[src/rtl/down_timer.sv]
// Loadable down counter with one-cycle terminal-count pulse and optional auto-reload.
// Latency: q/tc/busy update one cycle after inputs are sampled; no backpressure, en simply stalls the count.
module down_timer #(
  parameter int WIDTH = 4
) (
  input  logic             i_clk,
  input  logic             i_rst,
  input  logic             i_clear,
  input  logic             i_load,
  input  logic [WIDTH-1:0] i_load_val,
  input  logic             i_en,
  input  logic             i_auto_reload,
  output logic [WIDTH-1:0] o_q,
  output logic             o_tc,
  output logic             o_busy
);

  typedef enum logic {
    S_IDLE = 1'b0,
    S_RUN  = 1'b1
  } state_t;

  state_t           r_state;
  state_t           w_state_nxt;
  logic [WIDTH-1:0] r_q;
  logic [WIDTH-1:0] w_q_nxt;
  logic [WIDTH-1:0] r_reload;
  logic [WIDTH-1:0] w_reload_nxt;
  logic             r_tc;
  logic             w_tc_nxt;

  always_ff @(posedge i_clk) begin
    if (!i_rst) begin
      r_state  <= S_IDLE;
      r_q      <= '0;
      r_reload <= '0;
      r_tc     <= 1'b0;
    end else begin
      r_state  <= w_state_nxt;
      r_q      <= w_q_nxt;
      r_reload <= w_reload_nxt;
      r_tc     <= w_tc_nxt;
    end
  end

  always_comb begin
    w_state_nxt  = r_state;
    w_q_nxt      = r_q;
    w_reload_nxt = r_reload;
    w_tc_nxt     = 1'b0;

    if (i_clear) begin
      w_q_nxt     = '0;
      w_state_nxt = S_IDLE;
    end else if (i_load) begin
      // A zero load value parks the timer instead of starting it.
      w_q_nxt      = i_load_val;
      w_reload_nxt = i_load_val;
      w_state_nxt  = (i_load_val != '0) ? S_RUN : S_IDLE;
    end else if (r_state == S_RUN && i_en) begin
      if (r_q == WIDTH'(1)) begin
        w_tc_nxt = 1'b1;
        if (i_auto_reload) begin
          w_q_nxt = r_reload;
        end else begin
          w_q_nxt     = '0;
          w_state_nxt = S_IDLE;
        end
      end else begin
        w_q_nxt = r_q - WIDTH'(1);
      end
    end
  end

  assign o_q    = r_q;
  assign o_tc   = r_tc;
  assign o_busy = (r_state == S_RUN);

endmodule

[config.mk]
export PLATFORM = sky130hd
export DESIGN_NAME = down_timer
export DESIGN_NICKNAME = d
export VERILOG_FILES = /design/src/rtl/down_timer.sv
export SDC_FILE = /design/constraint.sdc
export NUM_CORES = 1
export LEC_CHECK = 0
export CELL_PAD_IN_SITES_DETAIL_PLACEMENT = 0
export CELL_PAD_IN_SITES_GLOBAL_PLACEMENT = 1
export CORE_MARGIN = 8
export CORE_UTILIZATION = 33
export DETAILED_ROUTE_END_ITERATION = 10
export PLACE_DENSITY = 0.79
export SETUP_SLACK_MARGIN = 0.5
export SYNTH_ARGS = -nofsm -noshare
export SYNTH_HDL_FRONTEND = slang
export SYNTH_SLANG_ARGS = --single-unit
[constraint.sdc]
create_clock -name i_clk -period 2.01 [get_ports i_clk]
set_input_delay 0.603 -clock i_clk [delete_from_list [all_inputs] [get_ports i_clk]]
set_output_delay 0.603 -clock i_clk [all_outputs]
set_load 0.1 [all_outputs]
==> reports/metrics.csv <==
metric,value,unit
setup_slack,0.525,ns
firstDrtPassIters,4,
critPathMaxFanout,9,
grt_max_degree,12,
die_w,57.2,µm
start_util,33.9,%
cts-htree-levels,1,
die_area,3270,µm²
start_kind,flip-flop,
io_pins,16,
ys_types,32,
path_cells,buf_12,
drc_errors,0,
ys_ff_latch,10,
fin_skew,0.00120,ns
num_rows,15,
hold_depth,2,
grt_pass1_wl,2590,µm
worst_hold_path_type,flip-flop to flip-flop,
pre_cts_slack,0.0567,ns
power.density,552,nW/µm²
place.gp.congestion,0.764,
ys_warn_count,0,
fillers,157,
leakagePower,0.360,nW
irDropWorstVdd,0.000372,V
stdcell_area,961,µm²
cts_num_sinks,10,
slew_violations,0,
grt_pass1_vias,538,
root_buffer,clkbuf_4,
synth_edf_count,0,
setup_viol,0,
clk_pin_slew,0.07,ns
cts_made_buffers,3,
routed-via-count,574,
cts_tree,done,
crit_required,1.41,ns
ant_nets,0,
area_growth,71.4,%
crit_arrival,0.88,ns
cts-hold-fix-buffers,0,
cp_top_family,flip-flops,
synth_area,561,µm²
reg2reg_to,o_q[0],
synth_top_flop_cell,dfxtp_1,
cts.path.max_buffers,2,
clock_latency,0.26,ns
tightest_slew,0.356,ns
rsz0062_at_grt,true,
slowest_delay,0.43,ns
relSlewSlack,76.1,%
fmax,673,MHz
r2r_cells,6,
hpwl,1120,µm
holdCritStartpoint,r_reload[0],
portBuffers,15,
reg2reg_from,o_q[1],
die_h,57.2,µm
post_drt_via_cell_ratio,5.63,
path_class,flip-flop to output pin,
status,"finished, final reports clean",
postSynthAreaPerCell,9.04,µm²
cp_num_buf_inv,1,
dpl-instance-area,832,µm²
syn-num-nets,74,
maxCapViolations,0,
synthCells,62,
seq_area_frac_synth,35.7,%
crit_path_top_delay_cell,dfxtp_4,
whs_endpoint,r_reload[0],
fin_crit_sh,73.9,%
final_nets,98,
antenna_found_initial,0,
drt-initial-drc-count,14,
hold_viol_final,0,
wl,1510,µm
core-area,1650,µm²
avgRoutedWirePerCell,14.8,µm
ys_async_sr_fraction,0,%
grt.total_usage,9.72,%
ff2ff_setup_slack,0.55,ns
antenna_cells,0,
drive_gt1_share,38.8,%
final.setup.tns,0,ns
grt-ovfl-total,0,
final_cell_mix,"6 x nor2b_1, 6 x buf_12, 5 x clkdlybuf4s50_1, 5 x dfxtp_4, 5 x buf_4",
period_needed,1.48,ns
end_kind,output pin,
worst max path at each step:
stage            from      to  cells after the start
3_5_place_dp     i_en  o_q[3]                      5
5_1_grt        o_q[1]  o_q[0]                      6
4_1_cts        o_q[1]  o_q[0]                      6
6_report       o_q[3]  o_q[3]                      1
2_1_floorplan  o_q[0]  o_q[0]                      5
3_3_place_gp     i_en  o_q[3]                      5
kinds of logic (layout without fill, tap and decap cells):
kind of cell | count (synthesis) | count (layout) | share of synthesized area (%)
and+or+nand+nor | 28 | 28 | 31.9
buffers and inverters | 5 | 28 | 3.57
muxes | 4 | 4 | 7.14
DFF | 10 | 10 | 35.7
AOI/OAI and AO/OA | 13 | 13 | 17.2
adders and majority gates | 2 | 2 | 4.46
cell usage after synthesis (all sizes together), types with 2 or more instances:
library cell	instances	area share, %
a31oi	2	2.2
ha	2	4.5
mux2i	4	7.1
dfxtp	10	36
nor2b	6	6.7
o21ai	2	1.8
nor3	4	4.5
nor4	2	2.2
nand3	2	1.8
inv	3	2.0
nand2	5	3.8
nand3b	3	4.0
a2111oi	2	3.3
per-layer routing:
| layer | wire length [µm] | GRT usage (%) | up-vias |
|---|---|---|---|
| li1 | - | - | 281 |
| met1 | 698 | 12.7 | 270 |
| met2 | 707 | 14.3 | 21 |
| met3 | 98 | 3.10 | 2 |
| met4 | 9 | 4.03 | 0 |
| met5 | 0 | 0 | - |
sequential cells by signal, summed over array words and instances, names as in the netlist:
name / flops
o_q: 4
r_reload: 4
o_busy: 1
o_tc: 1
power breakdown:
group / switching, mW / leakage (nW) / internal (mW)
registers: 0.0136 / 0.0858 / 0.203
clock network: 0.0703 / 0.0210 / 0.110
logic: 0.0713 / 0.253 / 0.0626
what timing repair did:
action	in CTS	in global routing
endpoints found under the setup margin	6	9
pin swaps	2	2
resized for setup	11	7
buffers inserted	0	4
final cells by class:
| type | count | area, µm² | share of cell area (%) |
|---|---|---|---|
| Sequential cell | 10 | 220 | 22.9 |
| Tap cell | 17 | 21.3 | 2.21 |
| Inverter | 3 | 13.8 | 1.43 |
| Multi-Input combinational cell | 47 | 412 | 42.8 |
| Timing Repair Buffer | 21 | 258 | 26.8 |
| Clock buffer | 4 | 36.3 | 3.78 |
metrics by stage:
step / util (%) / total power [mW] / hold WS, ns / instances
2_1_floorplan: - / 0.286 / 0.482 / 62
3_3_place_gp: 50.4 / 0.340 / 0.517 / 94
3_5_place_dp: 50.4 / 0.341 / 0.521 / 94
4_1_cts: 54.0 / 0.526 / 0.538 / 98
5_1_grt: 58.2 / 0.555 / 0.557 / 102
6_report: 58.2 / 0.530 / 0.536 / 102
No activity file was read; power rests on OpenSTA's default activity.
